### src/rtl/decode_stage.sv
// IF/ID stage: two-entry (main + skid) buffer between fetch and execute.
// Each instruction is decoded into its immediate format when it is accepted,
// so execute sees a stored ImmSrc/illegal alongside Instr and PC.
module decode_stage #(
  parameter int unsigned XLEN      = 32,
  parameter logic [31:0] NOP_INSTR = 32'h0000_0013
) (
  input  logic            CLK,
  input  logic            RST,
  input  logic            flush,
  input  logic            in_valid,
  output logic            in_ready,
  input  logic [31:0]     in_instr,
  input  logic [XLEN-1:0] in_pc,
  output logic            out_valid,
  input  logic            out_ready,
  output logic [31:0]     Instr,
  output logic [XLEN-1:0] PC,
  output logic [2:0]      ImmSrc,
  output logic [4:0]      rs1,
  output logic [4:0]      rs2,
  output logic [4:0]      rd,
  output logic            illegal
);

  localparam logic [2:0] IMM_R   = 3'd0;
  localparam logic [2:0] IMM_I   = 3'd1;
  localparam logic [2:0] IMM_S   = 3'd2;
  localparam logic [2:0] IMM_B   = 3'd3;
  localparam logic [2:0] IMM_U   = 3'd4;
  localparam logic [2:0] IMM_J   = 3'd5;
  localparam logic [2:0] IMM_SYS = 3'd6;
  localparam logic [2:0] IMM_BAD = 3'd7;

  localparam logic [6:0] OPC_OP_IMM = 7'b0010011;
  localparam logic [6:0] OPC_LOAD   = 7'b0000011;
  localparam logic [6:0] OPC_JALR   = 7'b1100111;
  localparam logic [6:0] OPC_STORE  = 7'b0100011;
  localparam logic [6:0] OPC_BRANCH = 7'b1100011;
  localparam logic [6:0] OPC_LUI    = 7'b0110111;
  localparam logic [6:0] OPC_AUIPC  = 7'b0010111;
  localparam logic [6:0] OPC_JAL    = 7'b1101111;
  localparam logic [6:0] OPC_OP     = 7'b0110011;
  localparam logic [6:0] OPC_FENCE  = 7'b0001111;
  localparam logic [6:0] OPC_SYSTEM = 7'b1110011;

  typedef struct packed {
    logic [31:0]     instr;
    logic [XLEN-1:0] pc;
    logic [2:0]      imm;
    logic            ill;
  } entry_t;

  // What an empty slot presents on the outputs: a harmless addi x0,x0,0.
  localparam entry_t EMPTY_ENTRY = '{instr: NOP_INSTR, pc: '0, imm: IMM_I, ill: 1'b0};

  entry_t main_q, main_d, skid_q, skid_d, in_entry;
  logic   skid_valid, main_valid_d, skid_valid_d;
  logic   accept, issue;

  // Classify an incoming word by opcode (and funct3 where the format depends on it).
  function automatic entry_t decode(input logic [31:0] ins, input logic [XLEN-1:0] pc);
    entry_t e;
    e.instr = ins;
    e.pc    = pc;
    e.imm   = IMM_I;
    e.ill   = 1'b0;
    case (ins[6:0])
      OPC_OP_IMM: e.imm = (ins[14:12] == 3'b001 || ins[14:12] == 3'b101) ? IMM_R : IMM_I;
      OPC_LOAD,
      OPC_JALR,
      OPC_FENCE:  e.imm = IMM_I;
      OPC_STORE:  e.imm = IMM_S;
      OPC_BRANCH: e.imm = IMM_B;
      OPC_LUI,
      OPC_AUIPC:  e.imm = IMM_U;
      OPC_JAL:    e.imm = IMM_J;
      OPC_OP:     e.imm = IMM_R;
      OPC_SYSTEM: e.imm = (ins[14:12] inside {3'b101, 3'b110, 3'b111}) ? IMM_SYS : IMM_I;
      default: begin
        e.imm = IMM_BAD;
        e.ill = 1'b1;
      end
    endcase
    return e;
  endfunction

  assign accept   = in_valid & in_ready;
  assign issue    = out_valid & out_ready;
  assign in_entry = decode(in_instr, in_pc);

  // Next contents of main/skid: refill main from skid first so order is kept.
  always_comb begin
    main_d       = main_q;
    skid_d       = skid_q;
    main_valid_d = out_valid;
    skid_valid_d = skid_valid;
    if (flush) begin
      main_d       = EMPTY_ENTRY;
      main_valid_d = 1'b0;
      skid_valid_d = 1'b0;
    end else if (!out_valid || issue) begin
      if (skid_valid) begin
        main_d       = skid_q;
        main_valid_d = 1'b1;
        skid_valid_d = 1'b0;
      end else if (accept) begin
        main_d       = in_entry;
        main_valid_d = 1'b1;
      end else begin
        main_d       = EMPTY_ENTRY;
        main_valid_d = 1'b0;
      end
    end else if (accept) begin
      skid_d       = in_entry;
      skid_valid_d = 1'b1;
    end
  end

  // State registers; in_ready looks ahead at skid occupancy so it never depends on out_ready.
  always_ff @(posedge CLK) begin
    if (RST) begin
      main_q     <= EMPTY_ENTRY;
      skid_q     <= EMPTY_ENTRY;
      out_valid  <= 1'b0;
      skid_valid <= 1'b0;
      in_ready   <= 1'b1;
    end else begin
      main_q     <= main_d;
      skid_q     <= skid_d;
      out_valid  <= main_valid_d;
      skid_valid <= skid_valid_d;
      in_ready   <= ~skid_valid_d;
    end
  end

  assign Instr   = main_q.instr;
  assign PC      = main_q.pc;
  assign ImmSrc  = main_q.imm;
  assign illegal = main_q.ill;
  assign rs1     = main_q.instr[19:15];
  assign rs2     = main_q.instr[24:20];
  assign rd      = main_q.instr[11:7];

endmodule

### config.mk
export PLATFORM = sky130hd
export DESIGN_NAME = decode_stage
export DESIGN_NICKNAME = d
export VERILOG_FILES = /design/src/rtl/decode_stage.sv
export SDC_FILE = /design/constraint.sdc
export NUM_CORES = 1
export LEC_CHECK = 0
export BUFFER_PORTS_ARGS = -buffer_cell sky130_fd_sc_hd__buf_2
export CAP_MARGIN = 20
export CORE_MARGIN = 5
export CORE_UTILIZATION = 47
export CTS_CLUSTER_DIAMETER = 100
export DETAILED_ROUTE_END_ITERATION = 7
export PLACE_DENSITY = 0.76
export SLEW_MARGIN = 5
export SYNTH_ARGS = -nofsm -noshare
export SYNTH_HDL_FRONTEND = slang
export SYNTH_SLANG_ARGS = --single-unit
### constraint.sdc
create_clock -name CLK -period 1.7 [get_ports CLK]
set_input_delay 0.425 -clock CLK [delete_from_list [all_inputs] [get_ports CLK]]
set_output_delay 0.425 -clock CLK [all_outputs]
set_load 0.02 [all_outputs]
==> results of run 1 <==
[worst reg2reg max path: stages, from the launching register on]
cell	delay, ns
dfxtp_1	0.36
nand2b_2	0.09
or3_2	0.54
buf_12	0.20
nand2_1	0.11
a21oi_1	0.08
[synth_stat cells]
master / instances / share of area (%)
buf_4: 16 / 2.2
o22ai_1: 3 / 0.34
a2bb2oi_1: 1 / 0.16
clkbuf_1: 49 / 3.4
clkbuf_2: 1 / 0.091
or3_1: 1 / 0.11
and3_1: 1 / 0.11
nand3b_1: 2 / 0.27
nor2_1: 74 / 5.1
nor2b_1: 2 / 0.23
a221oi_1: 62 / 9.9
buf_1: 1 / 0.068
inv_1: 4 / 0.27
o21bai_1: 1 / 0.14
buf_6: 2 / 0.41
and2_0: 1 / 0.11
nand2b_1: 4 / 0.46
a2111oi_0: 1 / 0.16
and2_1: 1 / 0.11
and4b_1: 1 / 0.18
xnor2_1: 1 / 0.16
nand4_1: 1 / 0.11
nor3b_1: 1 / 0.14
a211o_1: 1 / 0.16
or4b_1: 1 / 0.18
o21ai_0: 7 / 0.64
a22oi_1: 1 / 0.14
or2_2: 1 / 0.11
a31oi_1: 2 / 0.23
dfxtp_1: 139 / 51
o221ai_1: 4 / 0.64
buf_2: 10 / 0.91
a21oi_1: 67 / 6.1
nor3_1: 64 / 5.8
nand3_1: 6 / 0.55
nor3_2: 1 / 0.18
a211oi_1: 2 / 0.27
nand2_1: 134 / 9.2
[where the power goes]
part	switching (mW)	internal, mW
logic	0.401	0.250
clock network	1.36	2.44
registers	0.0390	3.33
total	1.80	6.02
[sequential cells by signal, indices dropped and copies added (netlist names)]
| signal | flops |
|---|---|
| in_ready | 1 |
| skid_q | 68 |
| ImmSrc | 3 |
| Instr | 32 |
| out_valid | 1 |
| PC | 32 |
| skid_valid | 1 |
| illegal | 1 |
[layout make-up]
cell class              count  area share, %
repair buffers            183           15.3
well taps                 143           2.56
clock buffers              19           6.20
inverters                   4          0.215
flip-flops and latches    139           39.9
clock inverters            12           2.49
multi-input cells         449           33.4
[placed cells by master (no fill, tap or decap), types with 2 or more instances in the layout]
cell and instances:
o221ai_1 4, o21ai_0 7, bufinv_16 4, clkinv_2 4
a31oi_1 2, clkinv_4 3, nor3_1 64, nor2_1 73
clkbuf_16 17, nand2_1 134, buf_4 24, a211oi_1 2
a221oi_1 62, dfxtp_1 138, buf_12 6, nand2b_1 3
buf_2 153, a21oi_1 67, clkbuf_1 2, nand3b_1 2
inv_1 4, nand3_1 6, o22ai_1 3
[worst max path at each step]
stage	from	to	slack (ns)	cells after the start
3_5_place_dp	out_ready	skid_q[1]	-0.05	6
4_1_cts	out_valid	skid_q[6]	0.20	5
5_1_grt	out_valid	ImmSrc[1]	0.12	6
3_3_place_gp	out_ready	skid_q[1]	-0.04	6
6_report	out_valid	skid_q[6]	0.20	5
2_1_floorplan	out_ready	skid_q[26]	0.02	8
[cell families after synthesis]
group,after synthesis,synth area share [%]
simple gates,296,22.9
buf+inv,83,7.30
compound gates,152,18.9
xor+xnor,1,0.160
flops,139,50.7
[through the flow]
step / TNS (ns) / setup WS [ns] / utilization, % / std cells / power (mW)
after detailed placement: -2.01 / -0.0483 / 55.8 / 918 / 4.09
after global routing: 0 / 0.117 / 61.1 / 949 / 8.11
after CTS: 0 / 0.205 / 61.1 / 949 / 7.87
after global placement: -0.178 / -0.0397 / 55.8 / 918 / 4.06
final: 0 / 0.199 / 61.1 / 949 / 7.82
after floorplan: 0 / 0.0158 / - / 671 / 3.82
[metal layers]
layer | global-route usage, % | routed length [um]
met5 | 0 | 0
met3 | 7.69 | 1290
met4 | 7.17 | 204
met1 | 26.5 | 6400
met2 | 36.6 | 7180
==> flow_metrics.env, run 1 <==
export IMPL_setup_viol=0
export IMPL_areaGrowthSynthToFinish_pct=27.2
export IMPL_numCtsBuffers=17
export IMPL_cts_tree="built"
export IMPL_slew_violations=0
export IMPL_p_leak_nw=2.97
export IMPL_nNetsFinal=863
export IMPL_hold_buffers=0
export IMPL_slowest_stage="or3_2"
export IMPL_n_fill_cell=1000
export IMPL_synthCells=671
export IMPL_crit_buf_inv=1
export IMPL_fin_skew_ns=0.00968
export IMPL_seq_area_sq_um=2780
export IMPL_wl_mm=15.1
export IMPL_critical_path_arrival_ns=1.77
export IMPL_p_per_area_nw_per_um2=1120
export IMPL_r2r_slack_ns=0.20
export IMPL_fin_crit_sh_pct=88.3
export IMPL_yosysSeqAreaShare_pct=50.7
export IMPL_cts_sinks=139
export IMPL_min_to="skid_q[23]"
export IMPL_die_y_um=118
export IMPL_end_kind="register"
export IMPL_ir_drop_mv=0.627
export IMPL_clk_latency_ns=0.41
export IMPL_cap_violations=0
export IMPL_place_area_sq_um=6370
export IMPL_yosys_register_bits=139
export IMPL_worstPathMaxFanout=31
export IMPL_via_per_inst=5.61
export IMPL_cts_resized=0
export IMPL_hold_ws_ns=0.269
export IMPL_path_cells="nand2b_2 -> or3_2 -> buf_12 -> nand2_1 -> a21oi_1"
export IMPL_stdcell_area_sq_um=6980
export IMPL_grt_pass1_wl_mm=25.9
export IMPL_vias=5326
export IMPL_drt_iter0_markers=479
export IMPL_grt_pass1_vias=5459
export IMPL_track_usage_pct=22.0
export IMPL_start_util_pct=48.0
export IMPL_crit_family="simple AND/OR/NAND/NOR gates"
export IMPL_yosys_warnings=0
export IMPL_fin_crit_ns=1.50
export IMPL_wl_per_cell_um=15.9
export IMPL_r2r_end="skid_q[6]"
export IMPL_avgSynthCellArea_sq_um=8.18
export IMPL_grt_setup_unrepaired="no"
export IMPL_rows=39
export IMPL_gp_congestion=0.853
export IMPL_start_kind="register"
export IMPL_hpwl_mm=10.5
export IMPL_synth_fp_nets=740
export IMPL_min_path_cells=3
export IMPL_dieArea_sq_um=13900
export IMPL_slowest_delay_ns=0.54
export IMPL_ios=154
export IMPL_multi_input_area_sq_um=2330
export IMPL_drc_errors=0
export IMPL_first_pass_iters=6
export IMPL_antenna_cells=0
export IMPL_htreeDepth=4
export IMPL_critPathKind="reg -> reg"
export IMPL_core_sq_um=11400
export IMPL_worstMarginPinSlew_ns=0.498
export IMPL_timing_fmax_mhz=666
export IMPL_grt_max_degree=49
export IMPL_cp_required_ns=1.97
export IMPL_ant_nets=0
export IMPL_yosysUniqueCellTypes=38
export IMPL_antenna_found_initial=0
export IMPL_drive_gt1_share_pct=27.2
export IMPL_clk_path_buf_depth=2
export IMPL_timing_rr_start="out_valid"
export IMPL_relSlewSlack_pct=66.7
export IMPL_place_port_buffers=153
export IMPL_clk_pin_slew_ns=0.06
export IMPL_hold_class="in -> reg"
export IMPL_post_cts_buffers=0
export IMPL_hold_path_startpoint="in_pc[19]"
export IMPL_cts_root_buf="clkbuf_16"
export IMPL_status="finished clean"
export IMPL_die_w_um=118
export IMPL_grt_ovfl_total=0
export IMPL_syn_area_sq_um=5490
export IMPL_ff2ff_path_depth=5
export IMPL_hold_viol_final=0
Note: power is estimated with default switching activity, not from simulation.
==> run 2: changes to the inputs <==
BUFFER_PORTS_ARGS = default   (was -buffer_cell sky130_fd_sc_hd__buf_2)
CORE_UTILIZATION = 55   (was 47)
DONT_BUFFER_PORTS = 1   (was default)
PLACE_DENSITY = 0.73   (was 0.76)
==> run 2 against run 1 <==
  * Highest routed layer unchanged
  * Power is 6.6% lower
  * Final area decreased by 12%
  * Critical path type unchanged
  * Clock power down 8.4%
  * Worst setup slack got worse by 0.033 ns
  * Largest cell class unchanged
  * Combinational power shrank 44%
  * Register-to-register slack lost 0.03 ns
==> flow_metrics.env, run 2 (synthesis results as in run 1) <==
export IMPL_status="finished clean"
export IMPL_wl_per_cell_um=17.7
export IMPL_worstPathMaxFanout=22
export IMPL_ios=154
export IMPL_place_port_buffers=0
export IMPL_nNetsFinal=705
export IMPL_clkPwrFrac_pct=47.6
export IMPL_fin_crit_sh_pct=90.2
export IMPL_grt_pass1_vias=4424
export IMPL_dp_cells=748
export IMPL_route_met2_wl_mm=6.60
export IMPL_die_w_um=110
export IMPL_critical_path_arrival_ns=1.92
export IMPL_first_pass_iters=5
export IMPL_wl_mm=13.8
export IMPL_wl_met3_mm=1.45
export IMPL_drc_errors=0
export IMPL_worstMarginPinSlew_ns=0.450
export IMPL_gp_congestion=0.825
export IMPL_p_per_area_nw_per_um2=1190
export IMPL_clk_path_buf_depth=2
export IMPL_p_leak_nw=2.21
export IMPL_ant_nets=0
export IMPL_cts_tree="built"
export IMPL_end_kind="register"
export IMPL_timing_rr_start="out_valid"
export IMPL_grt_max_degree=65
export IMPL_numCtsBuffers=17
export IMPL_p_int_mw=5.67
export IMPL_setup_tns_ns=0
export IMPL_fin_crit_ns=1.53
export IMPL_cts_sinks=139
export IMPL_pwr_share_seq_pct=47.4
export IMPL_cp_startpoint="out_valid"
export IMPL_final_cells=781
export IMPL_cp_required_ns=2.09
export IMPL_p_switching_mw=1.64
export IMPL_relSlewSlack_pct=69.9
export IMPL_wl_met1_mm=5.61
export IMPL_total_power_mw=7.31
export IMPL_track_usage_pct=23.5
export IMPL_hold_path_startpoint="RST"
export IMPL_drt_iter0_markers=275
export IMPL_dieArea_sq_um=12100
export IMPL_layout_common_cells="dfxtp_1 (138), nand2_1 (134), nor2_1 (73), a21oi_1 (67), nor3_1 (64)"
export IMPL_areaGrowthSynthToFinish_pct=11.7
export IMPL_grt_ovfl_total=0
export IMPL_start_kind="register"
export IMPL_p_sw_share_pct=22.4
export IMPL_slowest_stage="or3_2"
export IMPL_via_per_inst=5.98
export IMPL_vias=4668
export IMPL_hold_class="in -> reg"
export IMPL_hold_viol_final=0
export IMPL_r2r_slack_ns=0.17
export IMPL_path_cells="nand2b_2 -> or3_2 -> buf_4 -> nand2_1 -> a21oi_1"
export IMPL_layout_commonest_cell="dfxtp_1"
export IMPL_fin_ws_ns=0.166
export IMPL_clk_pin_slew_ns=0.06
export IMPL_critPathKind="reg -> reg"
export IMPL_htreeDepth=4
export IMPL_rows=36
export IMPL_hold_ws_ns=0.0257
export IMPL_largest_register_ffs=68
export IMPL_clk_latency_ns=0.51
export IMPL_slowest_delay_ns=0.54
export IMPL_cap_violations=0
export IMPL_grt_pass1_wl_mm=22.2
export IMPL_fin_skew_ns=0.00769
export IMPL_die_y_um=110
export IMPL_regMostFlops="skid_q"
export IMPL_ir_drop_mv=0.627
export IMPL_setup_viol=0
export IMPL_drive_gt1_share_pct=8.95
export IMPL_place_ws_ns=0.00277
export IMPL_antenna_cells=0
export IMPL_post_cts_buffers=0
export IMPL_core_sq_um=9730
export IMPL_start_util_pct=56.4
export IMPL_antenna_found_initial=0
export IMPL_grt_setup_unrepaired="no"
export IMPL_comb_power_share_pct=5.0
export IMPL_slew_violations=0
export IMPL_timing_fmax_mhz=652
export IMPL_hpwl_mm=9.10
export IMPL_cts_root_buf="clkbuf_8"
export IMPL_topRoutingLayerUsed="met4"
-- run 2: changes by cell type in the layout (fill, tap and decap cells not counted), moves of 2 or more --
cell	delta
clkbuf_1	+2
buf_4	-6
bufinv_16	-2
clkbuf_8	+4
buf_2	-153
clkinv_4	-3
-- run 2: per-stage QoR --
stage          cell area, sq um  utilization [%]
4_1_cts                    6130             63.0
6_report                   6130             63.0
2_1_floorplan              5490                -
3_5_place_dp               5530             56.8
5_1_grt                    6130             63.0
3_3_place_gp               5530             56.8
-- run 2: per-layer routing --
| layer | GRT usage [%] | vias up |
|---|---|---|
| met3 | 9.28 | 17 |
| met5 | 0 | - |
| li1 | - | 2272 |
| met4 | 8.46 | 0 |
| met2 | 38.5 | 173 |
| met1 | 27.9 | 2206 |
-- run 2: cell type report --
type / count / area, sq um
clock buffers: 24 / 470
clock inverters: 7 / 90.1
fillers: 861 / 3600
inverters: 4 / 15.0
multi-input cells: 449 / 2330
flip-flops and latches: 139 / 2780
well taps: 133 / 166
repair buffers: 25 / 273
-- run 2: path summary, 6_finish.rpt --
| path | to | depth (start not counted) |
|---|---|---|
| setup / recovery | skid_q[46] | 5 |
| hold / removal | skid_q[37] | 1 |
| setup reg to reg | skid_q[46] | 5 |
| hold reg to reg | skid_q[30] | 2 |
-- run 2: worst max-delay path: cells and delay by family, from the launching register on --
kind,cells,cell delay [ns]
buf+inv,1,0.24
flops,1,0.34
simple gates,3,0.74
compound gates,1,0.08
-- run 2: power groups by stage --
stage | clock network (mW) | logic [mW] | registers (mW)
2_1_floorplan | 0 | 0.316 | 3.51
3_3_place_gp | 0 | 0.325 | 3.54
3_5_place_dp | 0 | 0.331 | 3.54
4_1_cts | 3.54 | 0.367 | 3.47
5_1_grt | 3.70 | 0.410 | 3.48
6_report | 3.48 | 0.365 | 3.47
-- run 2: what timing repair did --
action / 4_1_cts / 5_1_grt
endpoints found under the hold margin: 64 / 0
resized for setup: 0 / 0
hold buffers: 2 / 0
